File: config.mk
export PLATFORM = sky130hd
export DESIGN_NAME = vga_timing_gen
export DESIGN_NICKNAME = d
export VERILOG_FILES = /design/src/rtl/vga_pkg.sv /design/src/rtl/vga_pattern_gen.sv /design/src/rtl/vga_timing_gen.sv
export SDC_FILE = /design/constraint.sdc
export NUM_CORES = 1
export LEC_CHECK = 0
export ABC_AREA = 1
export CAP_MARGIN = 10
export CELL_PAD_IN_SITES_DETAIL_PLACEMENT = 2
export CELL_PAD_IN_SITES_GLOBAL_PLACEMENT = 2
export CORE_ASPECT_RATIO = 1.25
export CORE_MARGIN = 2
export CORE_UTILIZATION = 32
export CTS_CLUSTER_SIZE = 25
export DETAILED_ROUTE_END_ITERATION = 8
export HOLD_SLACK_MARGIN = 0.12
export PLACE_DENSITY = 0.88
export SLEW_MARGIN = 20
export SYNTH_ARGS = -nofsm -noshare
export SYNTH_HDL_FRONTEND = slang
export SYNTH_SLANG_ARGS = --single-unit
File: constraint.sdc
create_clock -name CLKOUT -period 3.3 [get_ports CLKOUT]
set_input_delay 0.66 -clock CLKOUT [delete_from_list [all_inputs] [get_ports CLKOUT]]
set_output_delay 0.66 -clock CLKOUT [all_outputs]
set_load 0.005 [all_outputs]
File: src/rtl/vga_pkg.sv
// Shared VGA definitions: 640x480@60 timing defaults, test-pattern mode
// codes and the colour-bar table used by the built-in pattern generator.
package vga_pkg;

   localparam int unsigned DEF_H_ACTIVE = 640;
   localparam int unsigned DEF_H_FP     = 16;
   localparam int unsigned DEF_H_SYNC   = 96;
   localparam int unsigned DEF_H_BP     = 48;
   localparam int unsigned DEF_V_ACTIVE = 480;
   localparam int unsigned DEF_V_FP     = 10;
   localparam int unsigned DEF_V_SYNC   = 2;
   localparam int unsigned DEF_V_BP     = 33;

   typedef enum logic [1:0] {
      PAT_EXT   = 2'd0,
      PAT_BARS  = 2'd1,
      PAT_CHECK = 2'd2,
      PAT_WHITE = 2'd3
   } pat_mode_e;

   // {R,G,B} on/off masks, left to right: white, yellow, cyan, green,
   // magenta, red, blue, black
   localparam logic [2:0] BAR_MASK [8] = '{
      3'b111, 3'b110, 3'b011, 3'b010, 3'b101, 3'b100, 3'b001, 3'b000
   };

   function automatic logic [2:0] bar_mask(input logic [2:0] idx);
      return BAR_MASK[idx];
   endfunction

endpackage

File: src/rtl/vga_pattern_gen.sv
// Combinational built-in test pattern: colour for (h, v) in the given mode.
// Returns 0 in PAT_EXT; the external colour is selected downstream.
module vga_pattern_gen
   import vga_pkg::*;
#(
   parameter int unsigned H_ACTIVE = DEF_H_ACTIVE,
   parameter int unsigned COLOR_W  = 4,
   parameter int unsigned CW       = 10
) (
   input  logic [CW-1:0]        h_i,
   input  logic [CW-1:0]        v_i,
   input  pat_mode_e            mode_i,
   output logic [3*COLOR_W-1:0] rgb_o
);

   localparam logic [CW-1:0] BAR_W = CW'(H_ACTIVE / 8);

   logic [CW-1:0] bar_idx;
   logic [2:0]    mask;
   logic          unused_v;

   assign unused_v = ^v_i;

   // Select the pattern colour for the current coordinate
   always_comb begin
      bar_idx = h_i / BAR_W;
      mask    = bar_mask(bar_idx[2:0]);
      rgb_o   = '0;
      case (mode_i)
         PAT_BARS:  rgb_o = {{COLOR_W{mask[2]}}, {COLOR_W{mask[1]}}, {COLOR_W{mask[0]}}};
         PAT_CHECK: rgb_o = (h_i[5] ^ v_i[5]) ? '1 : '0;
         PAT_WHITE: rgb_o = '1;
         default:   rgb_o = '0;
      endcase
   end

endmodule

File: src/rtl/vga_timing_gen.sv
// VGA raster generator: h/v counters, a PIPE_LAT-deep delay line that
// matches the external pixel requester latency, and one output register
// so sync, DE, RGB and frame_start leave the block mutually aligned.
module vga_timing_gen
   import vga_pkg::*;
#(
   parameter int unsigned H_ACTIVE = DEF_H_ACTIVE,
   parameter int unsigned H_FP     = DEF_H_FP,
   parameter int unsigned H_SYNC   = DEF_H_SYNC,
   parameter int unsigned H_BP     = DEF_H_BP,
   parameter int unsigned V_ACTIVE = DEF_V_ACTIVE,
   parameter int unsigned V_FP     = DEF_V_FP,
   parameter int unsigned V_SYNC   = DEF_V_SYNC,
   parameter int unsigned V_BP     = DEF_V_BP,
   parameter bit          HS_POL   = 1'b0,
   parameter bit          VS_POL   = 1'b0,
   parameter int unsigned COLOR_W  = 4,
   parameter int unsigned CW       = 10,
   parameter int unsigned PIPE_LAT = 2
) (
   input  logic                 CLKOUT,
   input  logic                 aclr_i,
   input  logic                 en,
   input  logic [1:0]           pattern_sel,
   input  logic [3*COLOR_W-1:0] csel,
   output logic [CW-1:0]        hcoord,
   output logic [CW-1:0]        vcoord,
   output logic                 req_active,
   output logic                 HSYNC,
   output logic                 VSYNC,
   output logic                 DE,
   output logic [COLOR_W-1:0]   RED,
   output logic [COLOR_W-1:0]   GREEN,
   output logic [COLOR_W-1:0]   BLUE,
   output logic                 frame_start
);

   localparam int unsigned H_TOTAL = H_ACTIVE + H_FP + H_SYNC + H_BP;
   localparam int unsigned V_TOTAL = V_ACTIVE + V_FP + V_SYNC + V_BP;

   localparam logic [CW-1:0] H_LAST = CW'(H_TOTAL - 1);
   localparam logic [CW-1:0] V_LAST = CW'(V_TOTAL - 1);
   localparam logic [CW-1:0] H_ACT  = CW'(H_ACTIVE);
   localparam logic [CW-1:0] V_ACT  = CW'(V_ACTIVE);
   localparam logic [CW-1:0] HS_BEG = CW'(H_ACTIVE + H_FP);
   localparam logic [CW-1:0] HS_END = CW'(H_ACTIVE + H_FP + H_SYNC);
   localparam logic [CW-1:0] VS_BEG = CW'(V_ACTIVE + V_FP);
   localparam logic [CW-1:0] VS_END = CW'(V_ACTIVE + V_FP + V_SYNC);

   typedef struct packed {
      logic                 act;
      logic                 hs;
      logic                 vs;
      logic                 start;
      pat_mode_e            mode;
      logic [3*COLOR_W-1:0] rgb;
   } stage_t;

   logic [CW-1:0]        h_q, h_d, v_q, v_d;
   pat_mode_e            mode_q, mode_d;
   logic                 frame_origin;
   logic [3*COLOR_W-1:0] pat_rgb;
   stage_t               raw_s, dly_s;

   logic                 hsync_q, hsync_d;
   logic                 vsync_q, vsync_d;
   logic                 de_q, de_d;
   logic                 fs_q, fs_d;
   logic [3*COLOR_W-1:0] rgb_q, rgb_d;

   // Counter advance/wrap and pattern-mode capture at the frame origin
   always_comb begin
      h_d          = h_q + 1'b1;
      v_d          = v_q;
      frame_origin = (h_q == '0) && (v_q == '0);
      if (h_q == H_LAST) begin
         h_d = '0;
         v_d = (v_q == V_LAST) ? '0 : v_q + 1'b1;
      end
      // New mode is used by pixel (0,0) itself, so a whole frame shares one mode
      mode_d = frame_origin ? pat_mode_e'(pattern_sel) : mode_q;
   end

   // Counter and mode registers
   always_ff @(posedge CLKOUT or posedge aclr_i) begin
      if (aclr_i) begin
         h_q    <= '0;
         v_q    <= '0;
         mode_q <= PAT_EXT;
      end else if (en) begin
         h_q    <= h_d;
         v_q    <= v_d;
         mode_q <= mode_d;
      end
   end

   vga_pattern_gen #(
      .H_ACTIVE (H_ACTIVE),
      .COLOR_W  (COLOR_W),
      .CW       (CW)
   ) u_pattern (
      .h_i    (h_q),
      .v_i    (v_q),
      .mode_i (mode_d),
      .rgb_o  (pat_rgb)
   );

   // Raw timing flags at the counter stage
   always_comb begin
      raw_s       = '0;
      raw_s.act   = (h_q < H_ACT) && (v_q < V_ACT);
      raw_s.hs    = (h_q >= HS_BEG) && (h_q < HS_END);
      raw_s.vs    = (v_q >= VS_BEG) && (v_q < VS_END);
      raw_s.start = frame_origin;
      raw_s.mode  = mode_d;
      raw_s.rgb   = pat_rgb;
   end

   generate
      if (PIPE_LAT == 0) begin : g_nodly
         assign dly_s = raw_s;
      end else begin : g_dly
         stage_t pipe_q [PIPE_LAT];

         // Delay line matching the external requester latency
         always_ff @(posedge CLKOUT or posedge aclr_i) begin
            if (aclr_i) begin
               for (int unsigned i = 0; i < PIPE_LAT; i++) pipe_q[i] <= '0;
            end else if (en) begin
               pipe_q[0] <= raw_s;
               for (int unsigned i = 1; i < PIPE_LAT; i++) pipe_q[i] <= pipe_q[i-1];
            end
         end

         assign dly_s = pipe_q[PIPE_LAT-1];
      end
   endgenerate

   // Output stage: sync polarity, blanking and colour source selection
   always_comb begin
      hsync_d = dly_s.hs ? HS_POL : ~HS_POL;
      vsync_d = dly_s.vs ? VS_POL : ~VS_POL;
      de_d    = dly_s.act;
      fs_d    = dly_s.start;
      rgb_d   = '0;
      if (dly_s.act) rgb_d = (dly_s.mode == PAT_EXT) ? csel : dly_s.rgb;
   end

   // Output register aligning sync, DE, colour and frame_start
   always_ff @(posedge CLKOUT or posedge aclr_i) begin
      if (aclr_i) begin
         hsync_q <= ~HS_POL;
         vsync_q <= ~VS_POL;
         de_q    <= 1'b0;
         fs_q    <= 1'b0;
         rgb_q   <= '0;
      end else if (en) begin
         hsync_q <= hsync_d;
         vsync_q <= vsync_d;
         de_q    <= de_d;
         fs_q    <= fs_d;
         rgb_q   <= rgb_d;
      end
   end

   assign hcoord              = h_q;
   assign vcoord              = v_q;
   assign req_active          = raw_s.act;
   assign HSYNC               = hsync_q;
   assign VSYNC               = vsync_q;
   assign DE                  = de_q;
   assign frame_start         = fs_q;
   assign {RED, GREEN, BLUE}  = rgb_q;

endmodule

==> impl_metrics.env, run 1 <==
export IMPL_netlist_instances=358
export IMPL_p_comb_share_pct=26.9
export IMPL_rows=38
export IMPL_dr_pass1_iters=4
export IMPL_portBuffers=53
export IMPL_clock_root_buffer="clkbuf_8"
export IMPL_design_area_um2=3573
export IMPL_avgSynthCellArea_um2=7.867
export IMPL_power_share_sequential_pct=47.2
export IMPL_post_cts_buffers=0
export IMPL_syn_to_final_growth_pct=26.88
export IMPL_crit_fanout=11
export IMPL_drcViolationCount=0
export IMPL_dpl_cell_area_um2=3463
export IMPL_setup_tns_ns=0
export IMPL_grt_antenna_before_repair=0
export IMPL_track_usage_pct=20.17
export IMPL_max_slew_worst_pin_slew_ns=0.6551
export IMPL_crit_slowest_cell="clkdlybuf4s50_1"
export IMPL_rsz0062_at_grt="false"
export IMPL_cts_hold_buf=0
export IMPL_drt_total_wl_um=8696
export IMPL_clock_latency_ns=0.32
export IMPL_synthesis_nets=379
export IMPL_die_w_um=87.91
export IMPL_clkPwrFrac_pct=25.9
export IMPL_relSlewSlack_pct=56.26
export IMPL_hpwlAfterDp_um=6716
export IMPL_setup_slack_ns=0.5513
export IMPL_drv_slew=0
export IMPL_cellInternalPower_uw=1159
export IMPL_hold_path_class="reg -> reg"
export IMPL_pre_cts_ws_ns=0.8478
export IMPL_cap_violations=0
export IMPL_power_density_nw_per_um2=499.9
export IMPL_cts_buffer_depth=2
export IMPL_period_share_pct=83.30
export IMPL_fill_cells=987
export IMPL_startpoint_type="register"
export IMPL_grt_pass1_vias=2982
export IMPL_fin_worst_skew_ns=0.004437
export IMPL_finalCoreUtilization_pct=41.52
export IMPL_grt_max_degree=34
export IMPL_arrival_ns=2.09
export IMPL_swShare_pct=35.12
export IMPL_drt_iter0_drc=119
export IMPL_timing_final_hold_violations=0
export IMPL_cts_buffers=5
export IMPL_critPathRequiredTime_ns=2.64
export IMPL_syn_area_um2=2816
export IMPL_cp_end_kind="output port"
export IMPL_postRouteAntennaNets=0
export IMPL_via_per_inst=4.938
export IMPL_grt_ovfl_total=0
export IMPL_path_common_cell="nand2_1"
export IMPL_gp_congestion=0.8233
export IMPL_coreArea_um2=8606
export IMPL_cts_htree_levels=2
export IMPL_die_h_um=108.9
export IMPL_ir_drop_v=0.0002409
export IMPL_leakagePower_uw=0.001657
export IMPL_status="complete, no violations"
export IMPL_max_freq_mhz=363.8
export IMPL_grt_pass1_wl_um=14840
export IMPL_ys_warnings_count=0
export IMPL_crit_type="reg -> out"
export IMPL_report_final_setup_viol=0
export IMPL_n_antenna_cell=0
export IMPL_clk_pin_slew_ns=0.10
export IMPL_fin_total_pwr_uw=1786
export IMPL_ctsResizeCount=0
export IMPL_initial_core_util_pct=32.73
export IMPL_cts_tree="built"
export IMPL_yosysSeqAreaShare_pct=48.07
export IMPL_switching_power_uw=627.3
export IMPL_clkSinkCount=54
export IMPL_vias=2627
export IMPL_drive_above_1_share_pct=7.282
export IMPL_io_pins=54
export IMPL_cp_cell_sequence="nand2_1 > nand2_1 > nor3_1 > clkdlybuf4s50_1"
export IMPL_wl_per_cell_um=16.35
export IMPL_synth_seq_cells=54
export IMPL_final_common_cell="nand2_1"
export IMPL_nets=432
export IMPL_cp_slowest_stage_delay_ns=0.57
export IMPL_yosys_cell_types_count=33
export IMPL_mostFrequentLayoutCells="nand2_1 (86), clkdlybuf4s50_1 (53), dfrtp_1 (52), nor2_1 (41), inv_1 (35)"
export IMPL_layout_min_cycle_time_ns=2.749
export IMPL_die_area_um2=9573
## worst paths after layout
check,from,to,slack (ns),cells past startpoint
worst min-delay path,dly_s[16],HSYNC,0.44,1
worst max-delay path,hcoord[7],req_active,0.55,4
worst max register to register,vcoord[0],g_dly.pipe_q[25],1.34,9
min in group asynchronous,aclr_i,rgb_q[2],0.75,2
max in group asynchronous,aclr_i,VSYNC,1.84,3
worst min register to register,dly_s[16],HSYNC,0.44,1
## kinds of logic (layout without fill, tap and decap cells)
| logic type | Yosys count | after routing | synth area share [%] |
|---|---|---|---|
| AOI/OAI and AO/OA | 66 | 66 | 12.44 |
| adders and majority gates | 4 | 4 | 1.777 |
| xor gates and xnor gates | 5 | 5 | 1.555 |
| buffers and inverters | 52 | 106 | 7.907 |
| DFF | 54 | 54 | 48.07 |
| and+or+nand+nor | 177 | 177 | 28.25 |
## per-stage QoR
| stage | hold WS, ns | instances |
|---|---|---|
| finish | 0.4376 | 532 |
| global route | 0.4870 | 532 |
| CTS | 0.4423 | 532 |
| detailed placement | 0.4263 | 524 |
| global placement | 0.4154 | 524 |
| floorplan | 0.4058 | 358 |
## power by group through the flow
stage                     Sequential, uW  Clock, uW  Combinational (uW)
after floorplan                      801          0                 320
after global placement               851          0                 468
after detailed placement             857          0                 487
after CTS                            845        476                 492
after global routing                 862        494                 545
final                                843        462                 481
## cell usage after synthesis (all sizes together)
cell    count  area, um^2
o211ai      1       7.510
clkbuf      7       26.28
nor3b       1       7.510
a21oi      25       125.1
nand4       9       56.30
o21a        1       7.510
inv        39       146.4
o211a       1       10.01
buf         5       45.04
nor4        1       6.260
xnor2       1       8.760
clkinv      1       5.000
dfrtp      52        1301
o21ai      34       170.2
a32o        1       10.01
a31oi       2       12.51
xor2        4       35.03
ha          4       50.05
dfstp       2       52.55
nand3      23       132.6
a21boi      1       7.510
nand2      88       335.3
nor2       47       206.5
nor3        8       51.30
## sequential cells by signal (all words and copies together) (netlist names)
register and cells:
rgb_q 12, hcoord 10, vcoord 10, g_dly.pipe_q 9, dly_s 7, DE 1, HSYNC 1, VSYNC 1
de_d 1, frame_start 1, fs_d 1
## critical path, delay by kind of cell, from the launching register on
family	cells	cell delay, ns
DFF	1	0.54
and+or+nand+nor	3	0.65
buffers and inverters	1	0.57
## area by class of cell
type / instances / area, um^2 / share of cell area, %
Clock buffer: 6 / 72.57 / 2.031
Clock inverter: 2 / 37.54 / 1.050
Inverter: 40 / 151.4 / 4.237
Multi-Input combinational cell: 252 / 1240 / 34.70
Sequential cell: 54 / 1354 / 37.89
Tap cell: 120 / 150.1 / 4.202
Timing Repair Buffer: 58 / 568.0 / 15.90
## per-layer routing
layer  routed length [um]  GRT usage (%)
met4                  170          6.923
met1                 3551          23.26
met2                 4730          37.45
met3                  243          2.952
met5                    0              0
No activity file was read; power rests on OpenSTA's default activity.
==> run 2, diff against run 1 <==
Settings changed: CORE_UTILIZATION 32 to 27, PLACE_DENSITY 0.88 to 0.8.
Clock period 3.3 ns to 2.5 ns, I/O delays scaled along.
==> impl_metrics.env, run 2 (synthesized netlist as in run 1, its figures left out) <==
export IMPL_drive_above_1_share_pct=8.475
export IMPL_rows=41
export IMPL_grt_ovfl_total=0
export IMPL_final_common_cell="nand2_1"
export IMPL_top_register="rgb_q"
export IMPL_crit_buf_inv=1
export IMPL_drcViolationCount=0
export IMPL_design_area_um2=3675
export IMPL_die_h_um=118.2
export IMPL_cts_tree="built"
export IMPL_cts_htree_levels=2
export IMPL_fill_cells=1157
export IMPL_nets=433
export IMPL_cap_violations=0
export IMPL_drt_total_wl_um=8403
export IMPL_timing_final_hold_violations=0
export IMPL_via_per_inst=4.847
export IMPL_die_w_um=95.35
export IMPL_fin_total_pwr_uw=2561
export IMPL_drv_slew=0
export IMPL_dpl_cell_area_um2=3495
export IMPL_clk_pin_slew_ns=0.07
export IMPL_drt_iter0_drc=84
export IMPL_crit_fanout=9
export IMPL_leakagePower_uw=0.001693
export IMPL_power_density_nw_per_um2=696.9
export IMPL_fin_worst_skew_ns=0.002800
export IMPL_arrival_ns=1.87
export IMPL_initial_core_util_pct=27.87
export IMPL_relSlewSlack_pct=67.17
export IMPL_cts_buffer_depth=2
export IMPL_status="complete, no violations"
export IMPL_grt_pass1_wl_um=14380
export IMPL_wl_per_cell_um=15.50
export IMPL_ir_drop_v=0.0002546
export IMPL_max_freq_mhz=422.0
export IMPL_r2r_slack_ns=0.53
export IMPL_portBuffers=53
export IMPL_hold_path_class="reg -> reg"
export IMPL_mostFrequentLayoutCells="nand2_1 (85), clkdlybuf4s50_1 (53), dfrtp_1 (51), nor2_1 (41), inv_1 (35)"
export IMPL_max_slew_worst_pin_slew_ns=0.4924
export IMPL_period_share_pct=94.79
export IMPL_grt_max_degree=55
export IMPL_cp_cell_sequence="nand2_1 > nand2_1 > nor3_2 > clkdlybuf4s50_1"
export IMPL_postRouteAntennaNets=0
export IMPL_track_usage_pct=16.28
export IMPL_cp_end_kind="output port"
export IMPL_layout_min_cycle_time_ns=2.370
export IMPL_coreArea_um2=10110
export IMPL_vias=2627
export IMPL_startpoint_type="register"
export IMPL_syn_to_final_growth_pct=30.48
export IMPL_clkSinkCount=54
export IMPL_clock_latency_ns=0.29
export IMPL_cts_hold_buf=0
export IMPL_clock_root_buffer="clkbuf_16"
export IMPL_hpwlAfterDp_um=6209
export IMPL_crit_type="reg -> out"
export IMPL_io_pins=54
export IMPL_setup_tns_ns=0
export IMPL_cp_top_family="simple AND/OR/NAND/NOR gates"
export IMPL_cp_slowest_stage_delay_ns=0.53
export IMPL_largest_register_ffs=12
export IMPL_cts_buffers=5
export IMPL_critPathRequiredTime_ns=2.00
export IMPL_path_common_cell="nand2_1"
export IMPL_n_antenna_cell=0
export IMPL_die_area_um2=11270
export IMPL_gp_congestion=0.8029
export IMPL_crit_slowest_cell="clkdlybuf4s50_1"
export IMPL_grt_pass1_vias=2924
export IMPL_rsz0062_at_grt="false"
export IMPL_dr_pass1_iters=4
export IMPL_post_cts_buffers=0
export IMPL_grt_antenna_before_repair=0
export IMPL_report_final_setup_viol=0
## run 2: cell count changes in the layout (fill, tap and decap cells not counted), moves of 2 or more
cell and change:
clkbuf_16 +5, clkbuf_8 -5, nor3_1 -2, nor3_2 +2
## run 2: cell type report
cell class | count | area (um^2) | share of cell area [%]
Clock inverter | 2 | 37.54 | 1.021
Inverter | 40 | 151.4 | 4.120
Tap cell | 129 | 161.4 | 4.392
Multi-Input combinational cell | 252 | 1252 | 34.08
Clock buffer | 6 | 128.9 | 3.507
Timing Repair Buffer | 59 | 588.1 | 16.00
Sequential cell | 54 | 1355 | 36.87
## run 2: final timing paths
| kind | start | end | depth (start not counted) |
|---|---|---|---|
| max reg2reg | vcoord[0] | g_dly.pipe_q[21] | 9 |
| max | hcoord[9] | req_active | 4 |
| min | dly_s[15] | VSYNC | 1 |
| min in group asynchronous | aclr_i | rgb_q[0] | 3 |
| max in group asynchronous | aclr_i | HSYNC | 3 |
| min reg2reg | dly_s[15] | VSYNC | 1 |
## run 2: per-layer routing
layer	global-route usage, %	routed length, um	vias to the layer above	share of wire (%)
met2	27.99	4328	58	52
met4	7.065	284	0	3.4
met5	0	0	-	0
met3	3.059	299	17	3.6
met1	19.35	3490	1290	42
li1	-	-	1262	-
## run 2: per-stage QoR
stage / cells / utilization, % / hold WS [ns] / setup WS (ns)
finish: 542 / 36.36 / 0.4334 / 0.1303
floorplan: 358 / - / 0.4058 / 0.6887
global route: 542 / 36.36 / 0.4497 / 0.02003
CTS: 542 / 36.28 / 0.4355 / 0.003705
detailed placement: 534 / 34.58 / 0.4241 / 0.2434
global placement: 534 / 34.58 / 0.4207 / 0.2843
## run 2: where the power goes
group / switching [uW] / internal [uW]
registers: 132 / 956
clock network: 326 / 474
logic: 386 / 287
total: 844 / 1720
## run 2: what timing repair did
action,CTS,global route
gates resized for setup,1,3
setup endpoints to repair,1,1
pin swaps,0,0
